===== src/rtl/uart_tx_fifo_ctrl.sv =====
// rtl/uart_tx_fifo_ctrl.sv - UART TX buffer FIFO with level, thresholds, sticky errors, flush and FWFT/registered read
module uart_tx_fifo_ctrl #(
    parameter int DATA_WIDTH = 8,
    parameter int DEPTH      = 16,
    parameter int AF_LEVEL   = 12,
    parameter int AE_LEVEL   = 4,
    parameter int FWFT       = 1,
    localparam int CNT_W     = $clog2(DEPTH) + 1
) (
    input  logic                  clk,
    input  logic                  rstn,
    input  logic                  flush,
    input  logic                  wr_en,
    input  logic [DATA_WIDTH-1:0] wr_data,
    input  logic                  rd_en,
    output logic [DATA_WIDTH-1:0] rd_data,
    output logic                  rd_valid,
    output logic [CNT_W-1:0]      level,
    output logic                  full,
    output logic                  empty,
    output logic                  almost_full,
    output logic                  almost_empty,
    output logic                  overflow,
    output logic                  underflow,
    input  logic                  clr_err
);

    // Low pointer bits address memory; the extra MSB is the wrap bit.
    localparam int              AW       = CNT_W - 1;
    localparam logic [CNT_W-1:0] ONE     = CNT_W'(1);
    localparam logic [CNT_W-1:0] LVL_FULL = CNT_W'(DEPTH);
    localparam logic [CNT_W-1:0] LVL_AF   = CNT_W'(AF_LEVEL);
    localparam logic [CNT_W-1:0] LVL_AE   = CNT_W'(AE_LEVEL);

    logic [DATA_WIDTH-1:0] r_mem [DEPTH];
    logic [CNT_W-1:0]      r_wr_ptr;
    logic [CNT_W-1:0]      r_rd_ptr;
    logic [CNT_W-1:0]      r_level;
    logic                  r_overflow;
    logic                  r_underflow;

    logic                  w_full;
    logic                  w_empty;
    logic                  w_wr_acc;
    logic                  w_rd_acc;
    logic                  w_wr_err;
    logic                  w_rd_err;
    logic [DATA_WIDTH-1:0] w_head;

    // Status is decoded from the registered level, so it reflects post-edge state.
    assign w_full  = (r_level == LVL_FULL);
    assign w_empty = (r_level == '0);

    // Flush takes priority: requests in a flush cycle are neither accepted nor flagged.
    // A write into a full FIFO is rejected even if a read pops in the same cycle.
    assign w_wr_acc = wr_en && !w_full  && !flush;
    assign w_rd_acc = rd_en && !w_empty && !flush;
    assign w_wr_err = wr_en &&  w_full  && !flush;
    assign w_rd_err = rd_en &&  w_empty && !flush;

    assign w_head = r_mem[r_rd_ptr[AW-1:0]];

    // Storage array; contents are deliberately not reset.
    always_ff @(posedge clk) begin
        if (w_wr_acc) begin
            r_mem[r_wr_ptr[AW-1:0]] <= wr_data;
        end
    end

    // Pointer and occupancy bookkeeping; a simultaneous push and pop leaves level unchanged.
    always_ff @(posedge clk or negedge rstn) begin
        if (!rstn) begin
            r_wr_ptr <= '0;
            r_rd_ptr <= '0;
            r_level  <= '0;
        end else if (flush) begin
            r_wr_ptr <= '0;
            r_rd_ptr <= '0;
            r_level  <= '0;
        end else begin
            if (w_wr_acc) begin
                r_wr_ptr <= r_wr_ptr + ONE;
            end
            if (w_rd_acc) begin
                r_rd_ptr <= r_rd_ptr + ONE;
            end
            if (w_wr_acc && !w_rd_acc) begin
                r_level <= r_level + ONE;
            end else if (!w_wr_acc && w_rd_acc) begin
                r_level <= r_level - ONE;
            end
        end
    end

    // Sticky error flags; a new error in the clearing cycle keeps the flag set.
    always_ff @(posedge clk or negedge rstn) begin
        if (!rstn) begin
            r_overflow  <= 1'b0;
            r_underflow <= 1'b0;
        end else begin
            if (w_wr_err) begin
                r_overflow <= 1'b1;
            end else if (clr_err) begin
                r_overflow <= 1'b0;
            end
            if (w_rd_err) begin
                r_underflow <= 1'b1;
            end else if (clr_err) begin
                r_underflow <= 1'b0;
            end
        end
    end

    generate
        if (FWFT != 0) begin : g_fwft
            // Head word is presented combinationally whenever data is stored.
            assign rd_data  = w_empty ? '0 : w_head;
            assign rd_valid = !w_empty;
        end else begin : g_reg_read
            logic [DATA_WIDTH-1:0] r_rd_data;
            logic                  r_rd_valid;

            // Registered read: one-cycle valid pulse after each accepted pop, data holds otherwise.
            always_ff @(posedge clk or negedge rstn) begin
                if (!rstn) begin
                    r_rd_data  <= '0;
                    r_rd_valid <= 1'b0;
                end else begin
                    r_rd_valid <= w_rd_acc;
                    if (w_rd_acc) begin
                        r_rd_data <= w_head;
                    end
                end
            end

            assign rd_data  = r_rd_data;
            assign rd_valid = r_rd_valid;
        end
    endgenerate

    assign level        = r_level;
    assign full         = w_full;
    assign empty        = w_empty;
    assign almost_full  = (r_level >= LVL_AF);
    assign almost_empty = (r_level <= LVL_AE);
    assign overflow     = r_overflow;
    assign underflow    = r_underflow;

    // The occupancy counter must always track the pointer distance and never exceed DEPTH.
    a_level_tracks_ptrs : assert property (@(posedge clk) disable iff (!rstn)
        (r_level == CNT_W'(r_wr_ptr - r_rd_ptr)) && (r_level <= LVL_FULL));

endmodule


===== config.mk =====
export PLATFORM = sky130hd
export DESIGN_NAME = uart_tx_fifo_ctrl
export DESIGN_NICKNAME = d
export VERILOG_FILES = /design/src/rtl/uart_tx_fifo_ctrl.sv
export SDC_FILE = /design/constraint.sdc
export NUM_CORES = 1
export LEC_CHECK = 0
export BUFFER_PORTS_ARGS = -buffer_cell sky130_fd_sc_hd__buf_4
export CORE_AREA = 2 2 106 108
export DETAILED_ROUTE_END_ITERATION = 7
export DIE_AREA = 0 0 108 110
export HOLD_SLACK_MARGIN = 0.02
export PLACE_DENSITY = 0.74
export RECOVER_POWER = 50
export SYNTH_ARGS = -nofsm -noshare
export SYNTH_HDL_FRONTEND = slang
export SYNTH_SLANG_ARGS = --single-unit

===== constraint.sdc =====
create_clock -name clk -period 3.8 [get_ports clk]
set_clock_uncertainty 0.15 [all_clocks]
set_input_delay 0.57 -clock clk [delete_from_list [all_inputs] [get_ports clk]]
set_output_delay 0.57 -clock clk [all_outputs]
set_load 0.05 [all_outputs]

==> impl_results.md, run 1 <==
* Status: complete, no violations
* DP Area at 0.00641 sq mm
* Power density cells at approximately 740 mW/mm^2
* Sink Count at 143
* Buffers on Ports at 33
* Top cells by area, synth: edfxtp_1 (64%), mux4_2 (12%), dfrtp_1 (6.3%), mux2i_1 (3.0%), ha_1 (1.9%)
* Headroom to the max-slew limit at 0.241
* Total Nets Final at 403
* Leakage at roughly 2.3 nW
* Avg Vias per Cell at roughly 5.8
* Starting DRC count in detailed routing at ~210
* Clk slew on worst S/H paths at ~0.06 ns
* Post-CTS Resized at 0
* Synth cell types at 38
* Fmax achieved at 0.291 GHz
* Syn-to-layout area delta at 17.8%
* Max cap viols at 0
* VDD IR max at 0.652 mV
* Post-synth EDFFs at around 130
* CTS root buf: clkbuf_8
* Routed WL per cell at approximately 22 microns
* Slew @ Worst Pin at between 1 and 1.5 ns
* Setup ws final at 0.358 ns
* Seq/Total Area, Yosys at 0.706
* Cells after synthesis at 335
* Predominant post-synthesis flop cell: edfxtp_1
* # setup viols final at 0
* Die area at 0.0119 sq mm
* Grt ovf at 0
* Tcrit/Tclk final at 0.906
* Initial core utilization at 0.558
* RePlAce Congestion at roughly 0.8
* Core area at roughly 0.011 sq mm
* GR Util All Layers at 0.220
* Largest net degree at the start of global routing at 29
* Antenna Nets Post-Route at 0
* Drt drc at 0
* Worst slack at placement at slightly below 0.6 ns
* Post-route cell area at 0.00704 sq mm
* Number of buffers created by CTS at 17
* Setup_tns at 0 ns
* Worst-path fanout max at 10
* Critical path class: register to output port
* Critical Path Start Type: register
* Critical Path AT at 2.72 ns
* Finished Core Util at 0.658
* Vias in the first global route at 3,253
* Site Rows at 38
* Ratio of cells with drive above 1 in the final layout at 0.250
* Final hold vios at 0
* Final wirelength at about 12,000 microns
* # diodes at 0
* Overall die width at roughly 110 microns
* Filler cells at 731
* DP Cell Count at 499
* Drt first pass iters at 5
* H-tree Lvls at 4
* Post-synth ARST share at 0.105
* Final total power at around 5.2 mW
* Final Critical Period at between 3 and 4 ns
* Flops & latches, synth at around 140
* Syn Area/Cell at around 18 sq um
* Clk_lat worst skew at 0.52 ns
* Io pins at 34
* Die Y at 110 microns
* Slew Limit Fails at 0
* Initial antenna violation count at 0
* FF-to-FF setup slack at approximately 0.58 ns
* RSZ-0062 raised after global routing: false
* Hold slack at roughly 0.091 ns
* Synth top area share at 0.643
* Yosys top cell by area: edfxtp_1
* CP Data Required Time at a little over 3 ns
* CTS tree: done
* Synth Cell Area at 0.00597 sq mm
* Tightest Hold Check Type: input pin to register
* Final std cells w/o fill at around 530
* Clk buf depth at 2
* First-pass GRT wire length at between 15,000 and 20,000 microns
* Vias at a little over 3,000
* Post-Syn Nets at about 360
* Hpwl dp at 7190 microns
* Worst setup EP type: output port
* Synth warn at 0
## cells in the final DEF (no fill, tap or decap), types with 4 or more instances in the layout
master       n
mux4_2      32
nor3_1       5
bufinv_16    6
nand2_1     13
buf_4       28
a21oi_1      8
ha_1         9
mux2i_1     18
nor2_1      22
inv_1       10
clkbuf_16   16
nand3_1      7
edfxtp_1   128
clkbuf_1    12
dfrtp_1     14
o21ai_0      4
nand2b_1     6
xnor2_1      5
o22ai_1      8
## final cells by class
type | instances | area (sq um) | area share
clock buffer | 17 | 414 | 0.0589
timing repair buffer | 43 | 305 | 0.0434
clock inverter | 15 | 243 | 0.0345
multi-input combinational | 164 | 1640 | 0.233
tap | 140 | 175 | 0.0249
sequential | 143 | 4220 | 0.600
inverter | 10 | 37.5 | 0.00534
## report_power, final
group	internal, mW	switching (mW)
clock	1.20	0.615
sequential	1.77	0.112
combinational	0.578	0.920
total	3.55	1.65
## kinds of logic (layout without fill, tap and decap cells)
| family | after synthesis | count (layout) | synth area share |
|---|---|---|---|
| AOI/OAI and AO/OA | 36 | 36 | 0.0396 |
| muxes | 52 | 52 | 0.155 |
| and+or+nand+nor | 59 | 59 | 0.0480 |
| buffers and inverters | 28 | 85 | 0.0193 |
| xor gates and xnor gates | 7 | 7 | 0.0103 |
| adders and majority gates | 10 | 10 | 0.0222 |
| DFF | 143 | 143 | 0.706 |
## routing by layer
layer | global-route usage | vias up | routed length (microns) | part of all wire
li1 | - | 1413 | - | -
met1 | 0.283 | 1561 | 4710 | 0.41
met2 | 0.372 | 102 | 6100 | 0.53
met3 | 0.0576 | 4 | 690 | 0.060
met4 | 0.0705 | 0 | 52 | 0.0045
met5 | 0 | - | 0 | 0
## registers in the layout, summed over array words and instances (netlist names)
name	flops
r_mem	128
level	5
r_rd_ptr	4
r_wr_ptr	4
overflow	1
underflow	1
## critical path, cell delays in order, from the launching register on
cell and delay [ns]:
dfrtp_1 0.49, nor4_4 0.58, nand2_1 0.29, nand2b_1 0.38, o22ai_1 0.22, buf_4 0.23
## what timing repair did
item	4_1_cts	5_1_grt
endpoints found under the hold margin	15	0
setup buffers	0	0
hold buffers	1	0
## final timing paths
| path | to | depth (start not counted) | start |
|---|---|---|---|
| max | rd_data[2] | 5 | level[0] |
| min | underflow | 2 | clr_err |
| max reg2reg | level[4] | 8 | level[0] |
| min reg2reg | overflow | 2 | overflow |
| max in group asynchronous | r_rd_ptr[0] | 2 | rstn |
| min in group asynchronous | underflow | 2 | rstn |
## cell usage after synthesis, drive strengths merged, types with 6 or more instances
library cell and n:
clkbuf 9, inv 10, nor2 22, mux4 32, nand2 13, nand3 8
mux2i 18, o22ai 8, a21oi 9, dfrtp 15, edfxtp 128, ha 9
buf 9, nand2b 6
(Power assumes the default switching activity.)
==> run 2: changes to the inputs <==
- clock period: 3.8 -> 3.5 ns (I/O delays scaled with it)
==> impl_results.md, run 2 (synthesis gave the netlist of run 1 again) <==
* Leakage at 2.33 nW (about the same)
* Initial core utilization at 0.558 (unchanged)
* Initial antenna violation count at 0 (unchanged)
* Headroom to the max-slew limit at 0.230 (-0.0116)
* Die Y at 110 microns (unchanged)
* Slew @ Worst Pin at 1.16 ns (+0.0174 ns)
* Clk slew on worst S/H paths at 0.07 ns (about the same)
* GR Util All Layers at 0.210 (-0.00977)
* Syn-to-layout area delta at 17.2%
* Drt drc at 0 (unchanged)
* Worst slack at placement at 0.251 ns (-0.341 ns)
* Antenna Nets Post-Route at 0 (unchanged)
* RePlAce Congestion at 0.812 (+3.3%)
* Final Critical Period at 3.32 ns
* CP bufs+invs at 0 (-1)
* Clk_lat worst skew at 0.51 ns (about the same)
* Crit path largest cell delay at 0.69 ns (+0.11 ns)
* GR Util met1 at 0.283 (-0.000298)
* Grt peak-use layer: met2
* Max cap viols at 0 (unchanged)
* Post-CTS Resized at 0 (unchanged)
* Setup_tns at 0 ns (unchanged)
* Final hold vios at 0 (unchanged)
* Met2 Use GR at 0.347 (-0.0243)
* Site Rows at 38 (unchanged)
* Routed WL per cell at 20.9 microns (-3.7%)
* Largest net degree at the start of global routing at 33 (+14%)
* Worst setup EP type: register
* FF/Latch Area at 0.00422 sq mm (unchanged)
* Overall die width at 108 microns (unchanged)
* Filler cells at 748 (+2.3%)
* Hold depth at 2 (unchanged)
* Terminus of the critical flop-to-flop path: level[4]
* Number of buffers created by CTS at 17 (unchanged)
* Tightest Hold Check Type: input pin to register
* First-pass GRT wire length at 17,700 microns (-3.1%)
* Core area at 0.0107 sq mm (unchanged)
* Worst-path fanout max at 8 (-2)
* Most common cell after layout, fill and taps aside: edfxtp_1
* Crit path cell chain: or4_1 > o21ai_2 > nand2_1 > fa_1 > a21o_1 > a2111oi_0 > o21ai_0 > a31oi_1
* Critical Path AT at 3.61 ns (+0.89 ns)
* RSZ-0062 raised after global routing: false
* GR Util met3 at 0.0464 (-0.0112)
* Sink Count at 143 (unchanged)
* CTS root buf: clkbuf_8
* # setup viols final at 0 (unchanged)
* VDD IR max at 0.573 mV (-12%)
* Area of the multi-input gates at 0.00164 sq mm (unchanged)
* Total Nets Final at 414 (+2.7%)
* Vias in the first global route at 3,267 (+0.43%)
* Io pins at 34 (unchanged)
* Die area at 0.0119 sq mm (unchanged)
* Setup ws final at 0.180 ns (-0.178 ns)
* Starting DRC count in detailed routing at 274 (+29%)
* Clk buf depth at 2 (unchanged)
* Vias at 3,190 (+3.6%)
* CTS tree: done
* Critical Path Start Type: register
* Ratio of cells with drive above 1 in the final layout at 0.263 (+0.0130)
* Status: complete, no violations
* CP max stage cell: or4_1
* Hpwl dp at 7330 microns (+1.9%)
* CP Data Required Time at 3.79 ns (+0.71 ns)
* FF-to-FF setup slack at 0.18 ns (-0.40 ns)
* H-tree Lvls at 4 (unchanged)
* Top delay family on crit path: compound AO/OA/AOI/OAI gates
* Buffers on Ports at 33 (unchanged)
* Commonest non-fill, non-tap cells in the layout: edfxtp_1 (128), buf_4 (37), mux4_2 (32)
* Drt first pass iters at 5 (unchanged)
* Finished Core Util at 0.654 (-0.00328)
* Max reg flops at 128 (unchanged)
* Final wirelength at 11,400 microns (-1.7%)
* Slew Limit Fails at 0 (unchanged)
* Avg Vias per Cell at 5.87 (+1.5%)
* Critical R2R Launch: level[0]
* Critical path class: register to register
* Hold Path End: underflow
* Power density cells at 765 mW/mm^2 (+3.7%)
* Grt ovf at 0 (unchanged)
* Fmax achieved at 0.301 GHz
* Final total power at 5.36 mW (+3.2%)
* HP Start: clr_err
* Tcrit/Tclk final at 0.949
* # diodes at 0 (unchanged)
* Worst reg2reg path depth at 8 (unchanged)
* Number of cells on the critical path at 8 (+3)
## run 2: cell types whose count changed in the layout (fill, tap and decap cells not counted), sizes merged
| cell | change |
|---|---|
| buf | +8 |
| inv | +7 |
| bufinv | -5 |
| clkbuf | +4 |
| clkinv | -3 |
## run 2: layout make-up
cell class	count	share of cell area
Clock buffer	18	0.0597
Clock inverter	14	0.0207
Inverter	10	0.00536
Tap cell	140	0.0250
Sequential cell	143	0.603
Multi-Input combinational cell	164	0.234
Timing Repair Buffer	54	0.0520
## run 2: power by group
part	internal, mW	switching, mW
logic	0.621	1.03
registers	1.92	0.104
clock network	0.965	0.715
total	3.51	1.85
## run 2: layer usage
metal | part of all wire | vias up
met5 | 0 | -
met4 | 0.013 | 0
met3 | 0.065 | 14
met2 | 0.51 | 122
met1 | 0.42 | 1612
li1 | - | 1442
## run 2: worst max path at each step
| stage | to | slack [ns] | start |
|---|---|---|---|
| global route | level[4] | 0.01 | level[0] |
| global placement | level[4] | 0.36 | level[0] |
| CTS | rd_data[5] | 0.15 | r_rd_ptr[0] |
| detailed placement | level[4] | 0.25 | level[0] |
| floorplan | rd_data[6] | 0.20 | level[4] |
| finish | level[4] | 0.18 | level[0] |
## run 2: repair_timing
item                                   4_1_cts  5_1_grt
buffers inserted                             0        0
setup endpoints to repair                    0        0
hold buffers                                 1        0
endpoints found under the hold margin       15        0
## run 2: through the flow
stage | instance area [sq um] | cells | hold slack, ns
global placement | 6480 | 510 | 0.242
finish | 7000 | 543 | 0.0549
floorplan | 5970 | 335 | 0.0794
detailed placement | 6480 | 510 | 0.247
global route | 7000 | 543 | 0.0518
CTS | 7060 | 543 | 0.0461
==> run 3: changes to the inputs <==
- CELL_PAD_IN_SITES_DETAIL_PLACEMENT: not set -> 0
- CELL_PAD_IN_SITES_GLOBAL_PLACEMENT: not set -> 1
- CORE_AREA: 2 2 106 108 -> 2 2 101 123
- DIE_AREA: 0 0 108 110 -> 0 0 103 125
- MAX_ROUTING_LAYER: not set -> met4
- PLACE_DENSITY: 0.74 -> not set
- PLACE_DENSITY_LB_ADDON: not set -> 0.1
==> impl_results.md, run 3 (synthesis gave the netlist of run 1 again) <==
* Status: complete, no violations
* GR Util met1 at 0.274 (-0.00877)
* Clk_lat worst skew at 0.41 ns (-0.10 ns)
* Tightest Hold Check Type: input pin to register
* Syn-to-layout area delta at 18.4%
* Io pins at 34 (unchanged)
* Fmax achieved at 0.304 GHz (+1.0%)
* Critical Path Start Type: register
* Avg Vias per Cell at 5.56 (-5.3%)
* P_int at 3.73 mW (+6.2%)
* Combinational power share at 0.305 (-0.003)
* Initial core utilization at 0.507 (-0.0514)
* Critical path class: register to register
* Number of buffers created by CTS at 17 (unchanged)
* Total Nets Final at 416 (+0.48%)
* VDD IR max at 0.451 mV (-21%)
* Die Y at 125 microns (+14%)
* Final hold vios at 0 (unchanged)
* Critical Path AT at 3.46 ns (-0.15 ns)
* # Post-CTS Setup Buffers at 0 (unchanged)
* Clk slew on worst S/H paths at 0.06 ns (about the same)
* Slew @ Worst Pin at 0.909 ns (-0.246 ns)
* CTS tree: done
* CTS root buf: clkbuf_16
* CP Data Required Time at 3.68 ns (-0.11 ns)
* Max reg flops at 128 (unchanged)
* Antenna Nets Post-Route at 0 (unchanged)
* First-pass GRT wire length at 18,500 microns (+4.1%)
* Site Rows at 44 (+16%)
* Vias in the first global route at 3,228 (-1.2%)
* CP startpoint: level[1]
* Drt drc at 0 (unchanged)
* Ratio of cells with drive above 1 in the final layout at 0.255 (-0.00808)
* Buffers on Ports at 33 (unchanged)
* Final wirelength at 11,700 microns (+3.4%)
* Cts hold-fix bufs at 1 (unchanged)
* Most common cell after layout, fill and taps aside: edfxtp_1
* Share of power burned in the clock network at 0.330 (+0.016)
* HP Start: clr_err
* RePlAce Congestion at 0.832 (+2.4%)
* GR Util met3 at 0.0542 (+0.00778)
* Routed WL per cell at 20.8 microns (-0.60%)
* Power density cells at 777 mW/mm^2 (+1.5%)
* Core area at 0.0118 sq mm (+10%)
* Hpwl dp at 7500 microns (+2.4%)
* Commonest non-fill, non-tap cells in the layout: edfxtp_1 (128), buf_4 (38), mux4_2 (32)
* Headroom to the max-slew limit at 0.394 (+0.164)
* RSZ-0062 raised after global routing: false
* Final total power at 5.50 mW (+2.6%)
* Leakage at 2.36 nW (+1.4%)
* Tcrit/Tclk final at 0.939 (-0.00946)
* H-tree Lvls at 4 (unchanged)
* Final Critical Period at 3.29 ns (-0.0331 ns)
* Clk buf depth at 2 (unchanged)
* Finished Core Util at 0.601 (-0.0538)
* Critical R2R Launch: level[1]
* Met2 Use GR at 0.317 (-0.0306)
* Grt peak-use layer: met2
* Sink Count at 143 (unchanged)
* Overall die width at 103 microns (-4.6%)
* Die area at 0.0129 sq mm (+8.4%)
* Drt first pass iters at 4 (-1)
* GR Util All Layers at 0.207 (-0.00329)
* Worst-path fanout max at 7 (-1)
* Setup_tns at 0 ns (unchanged)
* Worst setup EP type: register
* Initial antenna violation count at 0 (unchanged)
* Area of the multi-input gates at 0.00164 sq mm (unchanged)
* # setup viols final at 0 (unchanged)
* Fraction of power consumed by sequential logic at 0.366 (-0.013)
* Post-CTS Resized at 0 (unchanged)
* Net Sw Frac at 0.322 (-0.0227)
* FF/Latch Area at 0.00422 sq mm (unchanged)
* Starting DRC count in detailed routing at 185 (-32%)
* Sw Pwr at 1.77 mW (-4.1%)
* Largest net degree at the start of global routing at 33 (unchanged)
* Max cap viols at 0 (unchanged)
* Filler cells at 932 (+25%)
* Vias at 3,144 (-1.4%)
* Grt ovf at 0 (unchanged)
* Slew Limit Fails at 0 (unchanged)
* # diodes at 0 (unchanged)
[run 3: final cells by class]
class / instances / share of cell area
well taps: 161 / 0.0285
multi-input cells: 164 / 0.232
clock buffers: 18 / 0.0607
inverters: 10 / 0.00531
repair buffers: 56 / 0.0531
flip-flops and latches: 143 / 0.596
clock inverters: 13 / 0.0242
[run 3: critical path, stage by stage, from the launching register on]
cell and delay, ns:
dfrtp_1 0.47, or4_1 0.71, o21ai_2 0.27, nand2_1 0.19
fa_1 0.47, a21o_1 0.21, a2111oi_0 0.44, o21ai_0 0.14
a31oi_1 0.15
[run 3: through the flow]
| stage | cells | setup WS (ns) | hold slack (ns) | cell area (sq um) |
|---|---|---|---|---|
| after floorplan | 335 | 0.200 | 0.0794 | 5970 |
| after global placement | 533 | 0.413 | 0.251 | 6530 |
| after detailed placement | 533 | 0.209 | 0.249 | 6530 |
| after CTS | 565 | 0.191 | 0.138 | 7140 |
| after global routing | 565 | 0.0116 | 0.159 | 7080 |
| final | 565 | 0.213 | 0.151 | 7080 |
[run 3: routing by layer]
layer / routed length [microns] / part of all wire
met1: 5100 / 0.43
met2: 6060 / 0.52
met3: 368 / 0.031
met4: 221 / 0.019
met5: 0 / 0
[run 3: final timing paths]
check	depth (start not counted)	slack [ns]	end
setup / recovery	8	0.21	level[4]
max in group asynchronous	2	1.97	r_rd_ptr[0]
hold / removal	2	0.15	underflow
setup reg to reg	8	0.21	level[4]
hold reg to reg	2	0.39	overflow
min in group asynchronous	2	0.62	level[0]
[run 3: power by group through the flow]
stage	registers, mW	clock network, mW	logic, mW
3_3_place_gp	2.04	0	1.72
6_report	2.01	1.81	1.68
4_1_cts	2.01	1.85	1.73
3_5_place_dp	2.04	0	1.73
5_1_grt	2.02	1.92	1.80
2_1_floorplan	2.12	0	1.16
